**src/rtl/keypad_entry_sequencer.sv**
```systemverilog
// Keypad entry sequencer: buffers digit keys, compares against a stored password on '*',
// reprograms the password in the program state and times a key lockout in the lock state.
module keypad_entry_sequencer #(
    parameter int unsigned              DIGITS      = 4,
    parameter int unsigned              LOCK_CYCLES = 1000,
    parameter logic [4*DIGITS-1:0]      DEFAULT_PW  = 16'h1234
) (
    input  logic       clk,
    input  logic       reset,
    input  logic       key_valid,
    input  logic [3:0] key_code,
    input  logic [2:0] state,
    output logic       is_star_pressed,
    output logic       correct,
    output logic       pw_updated,
    output logic       entry_error,
    output logic       lockout_active,
    output logic [2:0] digit_count
);

    localparam int unsigned BufW  = 4 * DIGITS;
    localparam int unsigned LockW = (LOCK_CYCLES > 1) ? $clog2(LOCK_CYCLES) : 1;
    localparam logic [LockW-1:0] LockLoad = LockW'(LOCK_CYCLES - 1);
    localparam logic [2:0]       Full     = 3'(DIGITS);

    localparam logic [2:0] StOff    = 3'b000;
    localparam logic [2:0] StAnswer = 3'b100;
    localparam logic [2:0] StProg   = 3'b101;
    localparam logic [2:0] StUnused = 3'b110;
    localparam logic [2:0] StLock   = 3'b111;

    localparam logic [3:0] KeyStar  = 4'hA;
    localparam logic [3:0] KeyClear = 4'hB;

    logic [BufW-1:0]  pw_q, pw_d;
    logic [BufW-1:0]  buf_q, buf_d;
    logic [2:0]       cnt_q, cnt_d;
    logic [2:0]       prev_state_q, prev_state_d;
    logic [LockW-1:0] lock_cnt_q, lock_cnt_d;
    logic             lockout_q, lockout_d;
    logic             star_q, star_d;
    logic             correct_q, correct_d;
    logic             pw_upd_q, pw_upd_d;
    logic             err_q, err_d;

    logic key_ok;
    logic match;

    assign key_ok = key_valid && !lockout_q && (state != StOff) && (state != StAnswer) &&
                    (state != StUnused);
    assign match  = (cnt_q == Full) && (buf_q == pw_q);

    // Next-state: lockout timer, state-change clear, and per-key decode.
    always_comb begin
        pw_d         = pw_q;
        buf_d        = buf_q;
        cnt_d        = cnt_q;
        prev_state_d = state;
        lock_cnt_d   = lock_cnt_q;
        lockout_d    = lockout_q;
        star_d       = 1'b0;
        correct_d    = 1'b0;
        pw_upd_d     = 1'b0;
        err_d        = 1'b0;

        // Active flag stays up for the cycle in which the counter sits at zero.
        if (lockout_q) begin
            if (lock_cnt_q == '0) lockout_d = 1'b0;
            else                  lock_cnt_d = lock_cnt_q - 1'b1;
        end

        if (state == StLock && prev_state_q != StLock) begin
            lock_cnt_d = LockLoad;
            lockout_d  = 1'b1;
        end

        // A state change wipes the entry and swallows any key in the same cycle.
        if (state != prev_state_q) begin
            buf_d = '0;
            cnt_d = '0;
        end else if (key_ok) begin
            if (key_code <= 4'd9) begin
                if (cnt_q < Full) begin
                    buf_d = {buf_q[BufW-5:0], key_code};
                    cnt_d = cnt_q + 3'd1;
                end else begin
                    err_d = 1'b1;
                end
            end else if (key_code == KeyClear) begin
                buf_d = '0;
                cnt_d = '0;
            end else if (key_code == KeyStar) begin
                buf_d = '0;
                cnt_d = '0;
                if (state == StProg) begin
                    if (cnt_q == Full) begin
                        pw_d     = buf_q;
                        pw_upd_d = 1'b1;
                    end else begin
                        err_d = 1'b1;
                    end
                end else begin
                    star_d    = 1'b1;
                    correct_d = match;
                    if (state == StLock && !match) begin
                        lock_cnt_d = LockLoad;
                        lockout_d  = 1'b1;
                    end
                end
            end else begin
                err_d = 1'b1;
            end
        end
    end

    // State and registered output pulses.
    always_ff @(posedge clk or posedge reset) begin
        if (reset) begin
            pw_q         <= DEFAULT_PW;
            buf_q        <= '0;
            cnt_q        <= '0;
            prev_state_q <= StOff;
            lock_cnt_q   <= '0;
            lockout_q    <= 1'b0;
            star_q       <= 1'b0;
            correct_q    <= 1'b0;
            pw_upd_q     <= 1'b0;
            err_q        <= 1'b0;
        end else begin
            pw_q         <= pw_d;
            buf_q        <= buf_d;
            cnt_q        <= cnt_d;
            prev_state_q <= prev_state_d;
            lock_cnt_q   <= lock_cnt_d;
            lockout_q    <= lockout_d;
            star_q       <= star_d;
            correct_q    <= correct_d;
            pw_upd_q     <= pw_upd_d;
            err_q        <= err_d;
        end
    end

    assign is_star_pressed = star_q;
    assign correct         = correct_q;
    assign pw_updated      = pw_upd_q;
    assign entry_error     = err_q;
    assign lockout_active  = lockout_q;
    assign digit_count     = cnt_q;

endmodule

```
**config.mk**
```make
export PLATFORM = sky130hd
export DESIGN_NAME = keypad_entry_sequencer
export DESIGN_NICKNAME = d
export VERILOG_FILES = /design/src/rtl/keypad_entry_sequencer.sv
export SDC_FILE = /design/constraint.sdc
export NUM_CORES = 1
export LEC_CHECK = 0
export ABC_CLOCK_PERIOD_IN_PS = 1800
export CAP_MARGIN = 20
export CORE_ASPECT_RATIO = 0.9
export CORE_UTILIZATION = 52
export DETAILED_ROUTE_END_ITERATION = 10
export HOLD_SLACK_MARGIN = 0.15
export PLACE_DENSITY = 0.75
export SYNTH_ARGS = -nofsm -noshare
export SYNTH_HDL_FRONTEND = slang
export SYNTH_SLANG_ARGS = --single-unit
```
**constraint.sdc**
```tcl
create_clock -name clk -period 1.8 [get_ports clk]
set_input_delay 0.36 -clock clk [delete_from_list [all_inputs] [get_ports clk]]
set_output_delay 0.36 -clock clk [all_outputs]
set_load 0.02 [all_outputs]
```
# ---- Yosys cells after proc, flatten, opt, wreduce, memory -nomap -nowiden
# Cells that the tools add are included.
# Widths: inputs -> output; s select.
dict set report op_classes {
  add_sub_neg 2
  order_cmp 2
  eq_ne 11
  muxes 59
  n_bitwise 3
  n_reduce_logical 15
}
# op count
set op_table {}
lappend op_table {{$mux 10} 10}
lappend op_table {{$mux 16} 6}
lappend op_table {{$mux 1} 37}
lappend op_table {{$mux 3} 6}
lappend op_table {{$eq 16x16->1} 1}
lappend op_table {{$logic_not 10->1} 1}
lappend op_table {{$sub 10x1->10 const B} 1}
lappend op_table {{$eq 3x3->1 const B} 3}
lappend op_table {{$ne 3x3->1 const B} 3}
lappend op_table {{$eq 4x4->1 const B} 2}
lappend op_table {{$logic_and 1x1->1} 7}
lappend op_table {{$reduce_and 7->1} 1}
lappend op_table {{$le 4x4->1 const B} 1}
lappend op_table {{$reduce_bool 4->1} 1}
lappend op_table {{$add 3x1->3 const B} 1}
lappend op_table {{$lt 3x3->1 const B} 1}
lappend op_table {{$ne 3x2->1 const B} 1}
lappend op_table {{$ne 3x3->1} 1}
lappend op_table {{$not 1->1} 3}
lappend op_table {{$reduce_and 3->1} 1}
lappend op_table {{$reduce_bool 3->1} 1}
lappend op_table {{$logic_not 1->1} 2}
lappend op_table {{$reduce_bool 2->1} 1}
dict set report totals {
  ff_bits 53
  in_bits 10
}

# ---- Longest topological paths before layout
# Gate-level depths: netlist (run 1).
dict set report logic_depth {
  depth_word 11
  mapped_depth 7
  mapped_depth_nobuf 7
}

# ---- Least setup slack after synthesis (run 1)
# OpenSTA, ideal clock, no wires.
dict set report synth_timing {
  path_type {register to register}
  startpoint {register cnt_q[0] (netlist: digit_count[0])}
  endpoint {register pw_q[0]}
  arrival_ps 1824
  setup_slack_ps -149
  stages_incl_launch_ff 7
  path_buffers 1
  synth_period_minus_slack_ps 1949
  cell_sequence {dfrtp_1 -> inv_1 -> ha_1 -> nand3_2 -> nor4_4 -> buf_8 -> mux2_4}
}
dict set report synth_via {
  elab_chain_len 2
}
# element line
set synth_rtl {}
lappend synth_rtl {{start: declaration} 37} ;# logic [2:0] cnt_q, cnt_d;
lappend synth_rtl {{start signal: assignment} 132} ;# cnt_q <= cnt_d;
lappend synth_rtl {{$eq 3x3->1} 96} ;# if (cnt_q == Full) begin
lappend synth_rtl {{$reduce_and 7->1 (no line)} n/a}
lappend synth_rtl {{end signal: assignment} 130} ;# pw_q <= pw_d;
lappend synth_rtl {{end: declaration} 35} ;# logic [BufW-1:0] pw_q, pw_d;
# Every way passes these cells.
# A chain may end at the register's enable or synchronous reset.

# ---- Worst setup path after layout (run 1)
dict set report layout_timing {
  startpoint {register lockout_q (netlist: lockout_active)}
  endpoint {register pw_q[9]}
}
dict set report layout_via {
  elab_chain_len 6
}
# element line
set layout_rtl {}
lappend layout_rtl {{start: declaration} 40} ;# logic lockout_q, lockout_d;
lappend layout_rtl {{start signal: assignment} 135} ;# lockout_q <= lockout_d;
lappend layout_rtl {{$logic_not 1->1} 49} ;# assign key_ok = key_valid && !lockout_q && (state != StOff) && (state != StAnswer) &&
lappend layout_rtl {{$logic_and 1x1->1 (4 in a row)} 49}
lappend layout_rtl {{$reduce_and 7->1 (no line)} n/a}
# Every way passes these cells.

==> flow_summary.yaml, run 1 <==
power_and_ir_drop:
  power.static_leakage_nw: 1.45
  power.share.combinational_pct: 17.6
  worst_ir_drop_vdd_v: 0.000535
  clkPwrFrac_pct: 30.9
  intPower_mw: 1.90
  seqPwrFrac_pct: 51.5
  cellPowerDensity_nw_per_um2: 783
  switching_share_pct: 27.2
  power_switching_mw: 0.708
yosys:
  synth.cell_area_um2: 2510
  post-synth-top-area-fraction_pct: 47.8
  synth.ff_latch_count: 53
  synth_edf_count: 0
  yosys_warnings: 0
  syn_area_per_cell_um2: 12.3
  yosys.area_share.adder_pct: 1.49
  synth_seq_area_share_pct: 53.0
  area_fraction_in_and_or_nand_and_nor_cells_after_synthesis_pct: 13.0
  synth_top_family_by_area: "simple AND/OR/NAND/NOR gates"
  asyncSetResetFlopFracSynth_pct: 100
  postSynth.topFlopCell: "sky130_fd_sc_hd__dfrtp_1"
  post-synth-top-area-cell: "sky130_fd_sc_hd__dfrtp_1"
  postSynthCellCount: 204
  post_synth_mux_area_share_pct: 9.91
  synth_area_in_compound_gates_pct: 12.1
  synthTopCellsByArea: "sky130_fd_sc_hd__dfrtp_1 48%, sky130_fd_sc_hd__xnor2_1 6.3%, sky130_fd_sc_hd__mux2_4 6.0%"
  post_synth_xor_area_fraction_pct: 8.01
  mappedNetlistNets: 217
  post_synth_num_cell_types: 45
worst_setup_path:
  timing_worst_setup_path_type: "reg -> reg"
  setup.worst_path.end_class: "flip-flop"
  cp_max_fo: 8
  worst_setup_path_start_kind: "flip-flop"
  timing.critical_path.required_ps: 2040
  cp_slowest_cell: "sky130_fd_sc_hd__dfrtp_2"
  timing.critical_path.buf_inv: 2
  crit_chain: "and2b_2 > o2111ai_4 > nor4_4 > buf_4 > clkbuf_16 > mux2_2"
  critical-path-max-stage-delay_ps: 420
  crit_family: "simple AND/OR/NAND/NOR gates"
  timing.critical_path.arrival_ps: 2110
timing:
  max_slew_margin_pct: 79.8
  worst_pin_slew_ps: 300
  timing.final.crit_share_pct: 104
  hold_violations: 0
  top_achievable_clock_speed_mhz: 535
  final.setup.tns_ps: -754
  slew_violations: 0
  period_minus_ws_final_ps: 1870
  postLayoutSetupSlackWorst_ps: -67.9
  timing.final.setup_violations: 17
  setup_repair_after_global_routing_missed_its_margin: "true"
  worst_clock_skew_ps: 8.90
global_routing:
  initial_antenna_violation_count: 0
  gr-total-overflow: 0
  gr-usage-all-layers_pct: 22.2
  grt_max_degree: 54
  first_global_vias: 1723
  grt_first_pass_wirelength_mm: 8.41
die:
  num_rows: 23
  floorplan.initialDensity_pct: 55.3
  die-area_um2: 5120
  die_w_um: 75.3
  top_level_ports: 18
  core_area_um2: 4550
  vert_die_dim_um: 68.0
status:
  violations: "negative setup slack"
  outcome: "finished, violations left"
final_layout:
  final_core_utilization_pct: 73.3
  finish.net_count: 269
  antennaDiodeCount: 0
  drive_gt1_share_pct: 38.9
  synthToLayoutAreaGrowth_pct: 32.6
route:
  drtPass1Iterations: 4
  detail_route.iter0.violations: 100
  routed_wl_mm: 5.27
  drc_errors: 0
  route.detailed.vias_per_inst: 5.51
  routed_wire_length_per_instance_um: 16.5
  vias: 1759
  antenna_violating_nets_post_route: 0
cts:
  sinks_on_clock_net: 53
  insertion_delay_ps: 300
  numCtsBuffers: 5
  cts_clk_pin_slew_worst_paths_ps: 100
  post_cts_hold_buffer_count: 0
  cts_root_buffer: "sky130_fd_sc_hd__clkbuf_8"
  cts_tree: "yes"
  cts.htree.levels: 2
  clock_path_buffers: 2
job:
  cap_violations: 0
placement:
  placement.io_buffers: 17
  place_congestion: 0.841
  dp.final_hpwl_mm: 3.40
min_path:
  min_path_type: "in -> reg"
-- registers in the layout, summed over array words and instances, names as in the netlist --
signal           flops
digit_count          3
pw_updated           1
buf_q               16
entry_error          1
correct              1
lockout_active       1
pw_q                16
prev_state_q         3
lock_cnt_q          10
is_star_pressed      1
-- Yosys cell counts (2+ instances only) --
cell	instances
sky130_fd_sc_hd__dfrtp_1	48
sky130_fd_sc_hd__xnor2_1	18
sky130_fd_sc_hd__a22o_1	17
sky130_fd_sc_hd__mux2_4	10
sky130_fd_sc_hd__nand2_1	8
sky130_fd_sc_hd__nor2_1	8
sky130_fd_sc_hd__a21oi_1	7
sky130_fd_sc_hd__mux2_2	7
sky130_fd_sc_hd__o21ai_0	7
sky130_fd_sc_hd__inv_1	6
sky130_fd_sc_hd__dfstp_2	5
sky130_fd_sc_hd__nor3_1	5
sky130_fd_sc_hd__xor2_1	5
sky130_fd_sc_hd__buf_2	4
sky130_fd_sc_hd__nand4_1	4
sky130_fd_sc_hd__and3_1	3
sky130_fd_sc_hd__ha_1	3
sky130_fd_sc_hd__nand3_1	3
sky130_fd_sc_hd__nor2b_1	3
sky130_fd_sc_hd__nor4_1	3
sky130_fd_sc_hd__and4_1	2
sky130_fd_sc_hd__mux2i_1	2
sky130_fd_sc_hd__nand2b_1	2
sky130_fd_sc_hd__nor4b_1	2
sky130_fd_sc_hd__o221ai_1	2
-- cells by family after synthesis --
group | count (synthesis)
simple gates | 54
flops | 53
compound gates | 40
xor+xnor | 23
mux | 19
buf+inv | 12
fa+ha+maj | 3
-- power groups by stage --
stage               clock network (mW)  registers, mW  logic (mW)
global placement                     0           1.34       0.365
finish                           0.806           1.34       0.460
detailed placement                   0           1.34       0.379
CTS                              0.809           1.32       0.385
global route                     0.852           1.35       0.500
floorplan                            0           1.34       0.196
-- placed cells by master, fill, tap and decap left out, types with 4 or more instances in the layout --
| cell | count |
|---|---|
| sky130_fd_sc_hd__a21oi_1 | 6 |
| sky130_fd_sc_hd__mux2_4 | 14 |
| sky130_fd_sc_hd__clkdlybuf4s50_1 | 10 |
| sky130_fd_sc_hd__xor2_1 | 5 |
| sky130_fd_sc_hd__dlygate4sd2_1 | 4 |
| sky130_fd_sc_hd__clkbuf_8 | 5 |
| sky130_fd_sc_hd__nor3_1 | 4 |
| sky130_fd_sc_hd__dfrtp_1 | 45 |
| sky130_fd_sc_hd__a22o_1 | 17 |
| sky130_fd_sc_hd__o21ai_0 | 5 |
| sky130_fd_sc_hd__nand2_1 | 7 |
| sky130_fd_sc_hd__xnor2_1 | 16 |
| sky130_fd_sc_hd__nor2_1 | 8 |
| sky130_fd_sc_hd__nand4_1 | 4 |
| sky130_fd_sc_hd__buf_4 | 30 |
| sky130_fd_sc_hd__dfstp_2 | 5 |
-- metal layers --
layer	track usage, %	wire [um]	up-vias
met2	33.0	2470	32
met4	5.56	42	0
met3	3.98	141	6
met5	0	0	-
li1	-	-	848
met1	33.7	2610	873
-- worst paths after layout --
path | from | to | slack (ps) | cells after the start
min in group asynchronous | reset | lock_cnt_q[7] | 400 | 3
max in group asynchronous | reset | pw_q[2] | 1100 | 3
max | lockout_active | pw_q[9] | -70 | 6
min reg2reg | pw_q[15] | pw_q[15] | 540 | 1
min | state[1] | prev_state_q[1] | 370 | 1
max reg2reg | lockout_active | pw_q[9] | -70 | 6
-- area by class of cell --
type,instances,area (um2)
flip-flops and latches,53,1340
multi-input cells,139,1310
fillers,330,1210
repair buffers,51,483
well taps,62,77.6
clock buffers,6,72.6
clock inverters,2,35.0
inverters,6,22.5
-- repair_timing --
item	4_1_cts	5_1_grt
gates resized for setup	16	26
pin swaps	1	3
setup buffers	0	1
setup endpoints to repair	47	28
cloned	0	1
-- per-stage QoR --
step           total power, mW  setup slack [ps]  std cells  cell area [um2]  hold slack, ps
2_1_floorplan             1.54             -85.4        204             2540             391
3_3_place_gp              1.70              -476        309             3020             513
3_5_place_dp              1.72              -526        309             3020             513
4_1_cts                   2.51             -23.5        317             3190             363
5_1_grt                   2.70              -144        319             3330             379
6_report                  2.61             -67.9        319             3330             368
Power figures use the tool's default switching activity.
==> run 2, diff against run 1 <==
--- a/config.mk
+++ b/config.mk
@@ -11,7 +11,7 @@
 export CORE_UTILIZATION = 52
 export DETAILED_ROUTE_END_ITERATION = 10
 export HOLD_SLACK_MARGIN = 0.15
-export PLACE_DENSITY = 0.75
+export PLACE_DENSITY = 0.8
 export SYNTH_ARGS = -nofsm -noshare
 export SYNTH_HDL_FRONTEND = slang
 export SYNTH_SLANG_ARGS = --single-unit
==> run 2 against run 1 <==
Net effect:
- the flow still finishes with violations (negative setup slack)
- wire length up 15%
- critical path depth fell by 1
- worst hold slack worse by 160 ps
- critical path type unchanged
- largest cell class unchanged
==> flow_summary.yaml, run 2 (synthesized netlist as in run 1, its figures left out) <==
timing:
  timing.final.crit_share_pct: 103
  worst_pin_slew_ps: 376
  final.setup.tns_ps: -187
  slew_violations: 0
  postLayoutSetupSlackWorst_ps: -52.7
  period_minus_ws_final_ps: 1850
  timing.final.setup_violations: 12
  hold_violations: 0
  top_achievable_clock_speed_mhz: 540
  worst_clock_skew_ps: 4.95
  setup_repair_after_global_routing_missed_its_margin: "true"
  max_slew_margin_pct: 74.9
worst_setup_path:
  timing.critical_path.buf_inv: 0
  cp_slowest_cell: "sky130_fd_sc_hd__or4_4"
  crit_family: "simple AND/OR/NAND/NOR gates"
  timing.critical_path.arrival_ps: 2100
  timing_worst_setup_path_type: "reg -> reg"
  cp_max_fo: 2
  setup.worst_path.end_class: "flip-flop"
  crit_chain: "or4_4 > or4b_4 > nor3_4 > a21oi_2 > o21ai_1"
  critical-path-max-stage-delay_ps: 540
  timing.critical_path.required_ps: 2050
  worst_setup_path_start_kind: "flip-flop"
route:
  drtPass1Iterations: 4
  routed_wire_length_per_instance_um: 18.5
  antenna_violating_nets_post_route: 0
  routed_wl_mm: 6.06
  route.detailed.vias_per_inst: 5.78
  vias: 1897
  detail_route.iter0.violations: 125
  drc_errors: 0
cts:
  cts.htree.levels: 2
  clock_path_buffers: 2
  cts_clk_pin_slew_worst_paths_ps: 90
  insertion_delay_ps: 320
  post_cts_hold_buffer_count: 0
  cts_tree: "yes"
  sinks_on_clock_net: 53
  numCtsBuffers: 5
  cts_root_buffer: "sky130_fd_sc_hd__clkbuf_8"
power_and_ir_drop:
  cellPowerDensity_nw_per_um2: 742
  power.share.combinational_pct: 18.7
  switching_share_pct: 29.0
  worst_ir_drop_vdd_v: 0.000476
  seqPwrFrac_pct: 52.9
  clkPwrFrac_pct: 28.3
  power_switching_mw: 0.736
  power.static_leakage_nw: 1.49
  intPower_mw: 1.80
die:
  vert_die_dim_um: 68.0
  floorplan.initialDensity_pct: 55.3
  num_rows: 23
  die-area_um2: 5120
  die_w_um: 75.3
  core_area_um2: 4550
  top_level_ports: 18
final_layout:
  final_core_utilization_pct: 75.2
  area_of_the_multi_input_gates_um2: 1320
  mostFrequentLayoutCell: "sky130_fd_sc_hd__dfrtp_1"
  antennaDiodeCount: 0
  synthToLayoutAreaGrowth_pct: 36.1
  final_cell_mix: "45 x sky130_fd_sc_hd__dfrtp_1, 34 x sky130_fd_sc_hd__buf_4, 17 x sky130_fd_sc_hd__a22o_1, 16 x sky130_fd_sc_hd__mux2_4, 13 x sky130_fd_sc_hd__xnor2_1"
  finish.net_count: 278
  final-instance-count-excl-fill: 328
  regs_by_ff_count: "buf_q: 16 flops, pw_q: 16 flops, lock_cnt_q: 10 flops"
  ff_latch_area_um2: 1340
  fillerInstances: 294
  drive_gt1_share_pct: 42.9
placement:
  place_congestion: 0.869
  dp_cell_count: 310
  placement.io_buffers: 17
  dp.final_hpwl_mm: 3.44
  placement.setup.worst_slack_ps: -514
status:
  violations: "negative setup slack"
  outcome: "finished, violations left"
global_routing:
  grt_max_degree: 24
  initial_antenna_violation_count: 0
  first_global_vias: 1845
  grt_first_pass_wirelength_mm: 9.06
  gr-total-overflow: 0
  gr-usage-all-layers_pct: 24.8
min_path:
  min_path_type: "in -> reg"
job:
  cap_violations: 0
## run 2: routing by layer
layer | wire length (um) | vias up | GRT usage [%]
met1 | 2720 | 967 | 34.0
met3 | 249 | 11 | 4.57
met2 | 2990 | 55 | 39.1
met4 | 102 | 0 | 10.4
met5 | 0 | - | 0
li1 | - | 864 | -
## run 2: final timing paths
check / cells after the start / to / startpoint / slack (ps)
min in group asynchronous: 2 / pw_q[10] / reset / 330
worst max register to register: 5 / lock_cnt_q[9] / lock_cnt_q[5] / -50
worst min-delay path: 1 / prev_state_q[2] / state[2] / 200
max in group asynchronous: 3 / pw_q[4] / reset / 950
worst max-delay path: 5 / lock_cnt_q[9] / lock_cnt_q[5] / -50
worst min register to register: 1 / pw_q[1] / pw_q[1] / 540
## run 2: area by class of cell
class,count,area share [%]
clock inverters,2,0.402
well taps,62,2.27
inverters,6,0.658
flip-flops and latches,53,39.1
repair buffers,60,16.6
multi-input cells,139,38.6
clock buffers,6,2.41
## run 2: through the flow
step / hold WS [ps] / total power, mW / cell area [um2]
CTS: 342 / 2.43 / 3280
global placement: 503 / 1.71 / 3040
floorplan: 391 / 1.54 / 2540
global route: 204 / 2.63 / 3420
finish: 204 / 2.54 / 3420
detailed placement: 513 / 1.72 / 3040
## run 2: what timing repair did
action                     in CTS  in global routing
gates resized for setup        28                 27
setup endpoints to repair      47                 46
cloned                          1                  0
buffers inserted                3                  6
pin swaps                       6                  4
## run 2: power groups by stage
stage / Sequential [mW] / Combinational (mW) / Clock [mW]
after floorplan: 1.34 / 0.196 / 0
after global routing: 1.35 / 0.515 / 0.760
after CTS: 1.32 / 0.400 / 0.712
final: 1.34 / 0.476 / 0.719
after detailed placement: 1.34 / 0.384 / 0
after global placement: 1.33 / 0.376 / 0
==> run 3, diff against run 2 <==
--- a/config.mk
+++ b/config.mk
@@ -6,7 +6,6 @@
 export NUM_CORES = 1
 export LEC_CHECK = 0
 export ABC_CLOCK_PERIOD_IN_PS = 1800
-export CAP_MARGIN = 20
 export CORE_ASPECT_RATIO = 0.9
 export CORE_UTILIZATION = 52
 export DETAILED_ROUTE_END_ITERATION = 10
==> results of run 3 <==
Same layout as run 2: the final DEF is identical, and so are final timing and power.
